===== src/rtl/pam_demodu.sv =====
// PAM demodulator: slices synchronised AD samples to PAM symbols, packs them MSB-first
// into DATA_WIDTH words and streams them out as an AXI-Stream master with frame tlast.
module pam_demodu #(
  parameter int unsigned DATA_WIDTH    = 32,
  parameter int unsigned PAM_ORDER     = 4,
  parameter int unsigned AD_CVER_WIDTH = 12,
  parameter int unsigned LENGTH_DATA   = 1024
) (
  input  logic                      clk,
  input  logic                      arst_n,
  input  logic                      syn_demodu_valid,
  input  logic [AD_CVER_WIDTH-1:0]  syn_demodu_data,
  output logic                      syn_demodu_ready,
  output logic [DATA_WIDTH-1:0]     S_AXIS_tdata,
  output logic [DATA_WIDTH/8-1:0]   S_AXIS_tkeep,
  output logic                      S_AXIS_tlast,
  output logic                      S_AXIS_tvalid,
  input  logic                      S_AXIS_tready,
  output logic [15:0]               frame_cnt
);

  localparam int unsigned Bits   = $clog2(PAM_ORDER);
  localparam int unsigned Spw    = DATA_WIDTH / Bits;
  localparam int unsigned Wpf    = LENGTH_DATA / Spw;
  localparam int unsigned ShW    = (Spw > 1) ? $clog2(Spw) : 1;
  localparam int unsigned WcW    = (Wpf > 1) ? $clog2(Wpf) : 1;
  localparam int unsigned ShBits = DATA_WIDTH - Bits;
  localparam logic [ShW-1:0] ShLast = ShW'(Spw - 1);
  localparam logic [WcW-1:0] WcLast = WcW'(Wpf - 1);

  logic [Bits-1:0]       sym;
  logic                  accept;
  logic                  out_fire;
  logic                  unused_low_bits;

  // The shift register only needs to hold the first Spw-1 symbols of a word.
  logic [ShBits-1:0]     sh_q, sh_d;
  logic [ShW-1:0]        sh_cnt_q, sh_cnt_d;
  logic [WcW-1:0]        wrd_cnt_q, wrd_cnt_d;
  logic [DATA_WIDTH-1:0] tdata_q, tdata_d;
  logic                  tlast_q, tlast_d;
  logic                  tvalid_q, tvalid_d;
  logic [15:0]           frame_cnt_q, frame_cnt_d;

  // Uniform thresholds in offset binary reduce to the top BITS of the sample.
  assign sym             = syn_demodu_data[AD_CVER_WIDTH-1 -: Bits];
  assign unused_low_bits = ^syn_demodu_data[AD_CVER_WIDTH-Bits-1:0];

  assign syn_demodu_ready = !tvalid_q || S_AXIS_tready;
  assign accept           = syn_demodu_valid && syn_demodu_ready;
  assign out_fire         = tvalid_q && S_AXIS_tready;

  always_comb begin
    sh_d        = sh_q;
    sh_cnt_d    = sh_cnt_q;
    wrd_cnt_d   = wrd_cnt_q;
    tdata_d     = tdata_q;
    tlast_d     = tlast_q;
    tvalid_d    = tvalid_q;
    frame_cnt_d = frame_cnt_q;

    if (out_fire) begin
      tvalid_d = 1'b0;
      if (tlast_q) begin
        frame_cnt_d = frame_cnt_q + 16'd1;
      end
    end

    if (accept) begin
      if (sh_cnt_q == ShLast) begin
        tdata_d  = {sh_q, sym};
        tvalid_d = 1'b1;
        tlast_d  = (wrd_cnt_q == WcLast);
        sh_cnt_d = '0;
        if (wrd_cnt_q == WcLast) begin
          wrd_cnt_d = '0;
        end else begin
          wrd_cnt_d = wrd_cnt_q + WcW'(1);
        end
      end else begin
        sh_d     = ShBits'({sh_q, sym});
        sh_cnt_d = sh_cnt_q + ShW'(1);
      end
    end
  end

  always_ff @(posedge clk or negedge arst_n) begin
    if (!arst_n) begin
      sh_q        <= '0;
      sh_cnt_q    <= '0;
      wrd_cnt_q   <= '0;
      tdata_q     <= '0;
      tlast_q     <= 1'b0;
      tvalid_q    <= 1'b0;
      frame_cnt_q <= '0;
    end else begin
      sh_q        <= sh_d;
      sh_cnt_q    <= sh_cnt_d;
      wrd_cnt_q   <= wrd_cnt_d;
      tdata_q     <= tdata_d;
      tlast_q     <= tlast_d;
      tvalid_q    <= tvalid_d;
      frame_cnt_q <= frame_cnt_d;
    end
  end

  assign S_AXIS_tdata  = tdata_q;
  assign S_AXIS_tkeep  = '1;
  assign S_AXIS_tlast  = tlast_q;
  assign S_AXIS_tvalid = tvalid_q;
  assign frame_cnt     = frame_cnt_q;

endmodule


===== config.mk =====
export PLATFORM = sky130hd
export DESIGN_NAME = pam_demodu
export DESIGN_NICKNAME = d
export VERILOG_FILES = /design/src/rtl/pam_demodu.sv
export SDC_FILE = /design/constraint.sdc
export NUM_CORES = 1
export LEC_CHECK = 0
export ABC_AREA = 1
export CAP_MARGIN = 20
export CELL_PAD_IN_SITES_DETAIL_PLACEMENT = 1
export CELL_PAD_IN_SITES_GLOBAL_PLACEMENT = 2
export CORE_ASPECT_RATIO = 1.1
export CORE_UTILIZATION = 34
export DETAILED_ROUTE_END_ITERATION = 10
export PLACE_DENSITY = 0.85
export SYNTH_ARGS = -nofsm -noshare
export SYNTH_HDL_FRONTEND = slang
export SYNTH_SLANG_ARGS = --single-unit

===== constraint.sdc =====
create_clock -name clk -period 4.1 [get_ports clk]
set_clock_uncertainty 0.15 [all_clocks]
set_input_delay 0.82 -clock clk [delete_from_list [all_inputs] [get_ports clk]]
set_output_delay 0.82 -clock clk [all_outputs]
set_load 0.01 [all_outputs]

# Word level (Yosys, flattened, before mapping)
# Index checks and enable logic that the tools add are counted.
# totals
regBits	90
word_cells	25
in_bits	16
# classes
n_eq_ne	2
bitwise	1
reduce_logical	7
n_mux	5
addsub	3
# ops
op	count
adder 16 x 1 -> 16 bit, second input constant	1
adder 6 x 1 -> 6 bit, second input constant	1
equality test 6 bit, second input constant	1
2-to-1 mux 6 bit	1
AND reduction 2 bit	3
adder 4 x 1 -> 4 bit, second input constant	1
equality test 4 bit, second input constant	1
2-to-1 mux 4 bit	1
2-to-1 mux 1 bit	3
logical AND 1 bit	2
zero test 1 bit	1
logical OR 1 bit	1
inverter 1 bit	1

# Longest topological paths before layout
# logic_depth
word_depth	4
ltp_mapped	9
depth_no_buf	9

# Least setup slack after synthesis
# OpenSTA, ideal clock, no wires.
# synth_timing
kind	input port to output port
from	input S_AXIS_tready
to	output syn_demodu_ready
n_path_buf	0
t_required_ns	3.130
t_arrival_ns	0.936
cell_stages	2
slack_ns	2.194
cell_sequence	inv_2 -> nand2_2
# synth_via
elab_chain_cells	1
# synth_lines
element	line_no	text
from (decl)	18	input logic S_AXIS_tready,
logical OR 1 bit	49	assign syn_demodu_ready = !tvalid_q || S_AXIS_tready;
to (decl)	13	output logic syn_demodu_ready,
# No other way between the ends.

# Worst setup path in the final report
# Ends and elaborated chain as after synthesis.

==> metrics.yaml <==
finish:
  layout_commonest_cell: "sky130_fd_sc_hd__nand2_1"
  post-route-cell-area_mm2: 0.00470
  drive_above_1_share: 0.0574
  design.final.nets: 484
  mostFrequentLayoutCells: "sky130_fd_sc_hd__nand2_1 (117), sky130_fd_sc_hd__dfrtp_1 (90), sky130_fd_sc_hd__clkdlybuf4s50_1 (55)"
  antenna_cells_inserted: 0
  area_growth_pct: 26.1
clock_network:
  cts-hold-fix-buffers: 0
  cts_setup_buffers: 0
  ctsLongestPathBuffers: 2
  cts_buffers: 9
  ctsHtreeMaxLevel: 3
  clock_insertion_delay_at_the_later_pin_of_the_skew_report_ns: 0.33
  ctsResizeCount: 0
  cts_root_buffer: "sky130_fd_sc_hd__clkbuf_16"
  tritoncts: "built"
  cts.clk_slew.worst_paths_ns: 0.06
  numClockSinks: 90
timing:
  tightest_slew_ns: 0.533
  period_minus_slack_ns: 3.02
  final-max-slew-violation-count: 0
  rsz0062_at_grt: "no"
  timing.slew.headroom: 0.644
  finalSetupViolations: 0
  post-route-period-util: 0.736
  timing_hold_violations_final: 0
  fmax_ghz: 0.331
  setup_tns_ns: 0
critical_path:
  worst_path_max_delay_cell: "sky130_fd_sc_hd__clkdlybuf4s50_1"
  max_stage_delay_ns: 0.56
  crit_path_start_kind: "input port"
  timing_worst_setup_path_type: "input port to primary output"
  crit_fanout: 5
  crit_arrival_ns: 2.05
  worst_setup_path_end_kind: "primary output"
  timing.critical_path.cells: "clkdlybuf4s50_1, inv_2, nand2_2, clkdlybuf4s50_1"
  cp_data_required_time_ns: 3.13
  critical_path.most_common_cell: "sky130_fd_sc_hd__clkdlybuf4s50_1"
floorplanning:
  design.die.area_mm2: 0.0114
  number_of_rows_in_the_core_area: 39
  chipWidth_um: 102
  die_height_um: 112
  start_util: 0.354
  area_of_the_placeable_core_mm2: 0.0105
  io-pin-count: 71
power_and_ir_drop:
  total_leakage_power_nw: 2.17
  power_density_mw_per_mm2: 669
  ir_drop_mv: 0.320
grt:
  grt_pass1_wl_um: 14200
  initial_antenna_violation_count: 0
  overflow: 0
  grt_util_all_layers: 0.159
  grt_pass1_vias: 3006
  grt_start_max_net_pins: 62
synthesis:
  synth_area_leaders: "sky130_fd_sc_hd__dfrtp_1 (60%), sky130_fd_sc_hd__nand2_1 (12%), sky130_fd_sc_hd__o21ai_0 (5.8%), sky130_fd_sc_hd__inv_1 (5.0%), sky130_fd_sc_hd__o21ai_1 (3.2%)"
  yosysUniqueCellTypes: 24
  synth_area_per_cell_um2: 9.11
  netlist_instances: 409
  postSynthRegisterBits: 90
  ys_seq_area_frac: 0.604
  synthesis.area_mm2: 0.00373
  synth_top_area_cell: "sky130_fd_sc_hd__dfrtp_1"
  synth_warnings: 0
  synth_top_area_share: 0.604
routing:
  vias: 2782
  vias_per_cell: 4.54
  dr.pass1.iters: 3
  drt-wirelength-per-cell_um: 13.0
  drc: 0
  first_iter_violations: 93
  antenna_violating_nets_left: 0
  postRouteWirelength_um: 7940
job:
  max-cap-violations: 0
placement:
  port_buffers: 56
  dp_hpwl_um: 5470
  finalWeightedCongestion: 0.769
  placement.cell_area_mm2: 0.00441
worst_hold_path:
  hold_path.class: "input port to async pin"
status:
  run_status: "finished, final reports clean"
==> state kept, by name, indices dropped and copies added, names as in the netlist <==
name	cells
S_AXIS_tdata	32
sh_q	30
frame_cnt	16
wrd_cnt_q	6
sh_cnt_q	4
S_AXIS_tlast	1
S_AXIS_tvalid	1
==> where the power goes <==
part	internal, mW	switching (mW)
sequential	1.22	0.211
combinational	0.460	0.469
clock	0.446	0.334
total	2.13	1.01
==> layer usage <==
layer / global-route usage / wire length, µm / share of wire
met3: 0.0446 / 408 / 0.051
met5: 0 / 0 / 0
met1: 0.201 / 3630 / 0.46
met2: 0.261 / 3810 / 0.48
met4: 0.0514 / 96 / 0.012
==> path summary, 6_finish.rpt <==
path                             startpoint          endpoint  slack (ns)  cells past startpoint
setup reg to reg                sh_cnt_q[0]   S_AXIS_tdata[0]        2.16                      7
hold / removal                       arst_n       sh_cnt_q[3]        0.31                      1
setup / recovery              S_AXIS_tready  syn_demodu_ready        1.08                      4
max in group asynchronous            arst_n           sh_q[2]        2.74                      2
hold reg to reg            S_AXIS_tdata[30]  S_AXIS_tdata[30]        0.33                      2
min in group clk           S_AXIS_tdata[30]  S_AXIS_tdata[30]        0.33                      2
==> synthesized netlist by cell type <==
master                     number
sky130_fd_sc_hd__o21bai_1       1
sky130_fd_sc_hd__clkbuf_1       5
sky130_fd_sc_hd__ha_1           3
sky130_fd_sc_hd__buf_6          2
sky130_fd_sc_hd__dfrtp_1       90
sky130_fd_sc_hd__nor2_4         1
sky130_fd_sc_hd__nand3_2        1
sky130_fd_sc_hd__nand2_1      117
sky130_fd_sc_hd__mux2_2         1
sky130_fd_sc_hd__buf_4          5
sky130_fd_sc_hd__inv_2          2
sky130_fd_sc_hd__nor3_1         1
sky130_fd_sc_hd__inv_1         50
sky130_fd_sc_hd__nand3_1       16
sky130_fd_sc_hd__o21ai_1       24
sky130_fd_sc_hd__conb_1         1
sky130_fd_sc_hd__a21oi_1        1
sky130_fd_sc_hd__xor2_1         6
sky130_fd_sc_hd__nand4_1        5
sky130_fd_sc_hd__buf_2          6
sky130_fd_sc_hd__xnor2_1        6
sky130_fd_sc_hd__o21ai_0       43
sky130_fd_sc_hd__nand2_2        2
sky130_fd_sc_hd__nor2_1        20
==> metrics by stage <==
step                cells  setup WS [ns]  total power [mW]  hold slack [ns]   util
CTS                   613           1.06              3.20            0.335  0.446
detailed placement    597           1.07              2.39            0.320  0.419
floorplan             412           2.19              1.90            0.299      -
global placement      597           1.06              2.34            0.306  0.419
global route          613           1.04              3.37            0.362  0.446
finish                613           1.08              3.14            0.312  0.446
==> kinds of logic after synthesis <==
family | Yosys count | share of synthesized area
simple gates | 163 | 0.178
flops | 90 | 0.604
buf+inv | 70 | 0.0816
compound gates | 69 | 0.0934
xor+xnor | 12 | 0.0282
fa+ha+maj | 3 | 0.0101
other cells | 1 | 0.00101
mux | 1 | 0.00302
==> critical path: cells and delay by family <==
| family | cells | cell delay (ns) |
|---|---|---|
| buffers and inverters | 3 | 1.12 |
| and+or+nand+nor | 1 | 0.11 |
==> final cells by class <==
class | instances | area, µm²
Sequential cell | 90 | 2250
Fill cell | 1268 | 5840
Tap cell | 143 | 179
Clock inverter | 3 | 23.8
Inverter | 52 | 195
Timing Repair Buffer | 60 | 601
Clock buffer | 13 | 260
Multi-Input combinational cell | 252 | 1190
Power figures use the tool's default switching activity.
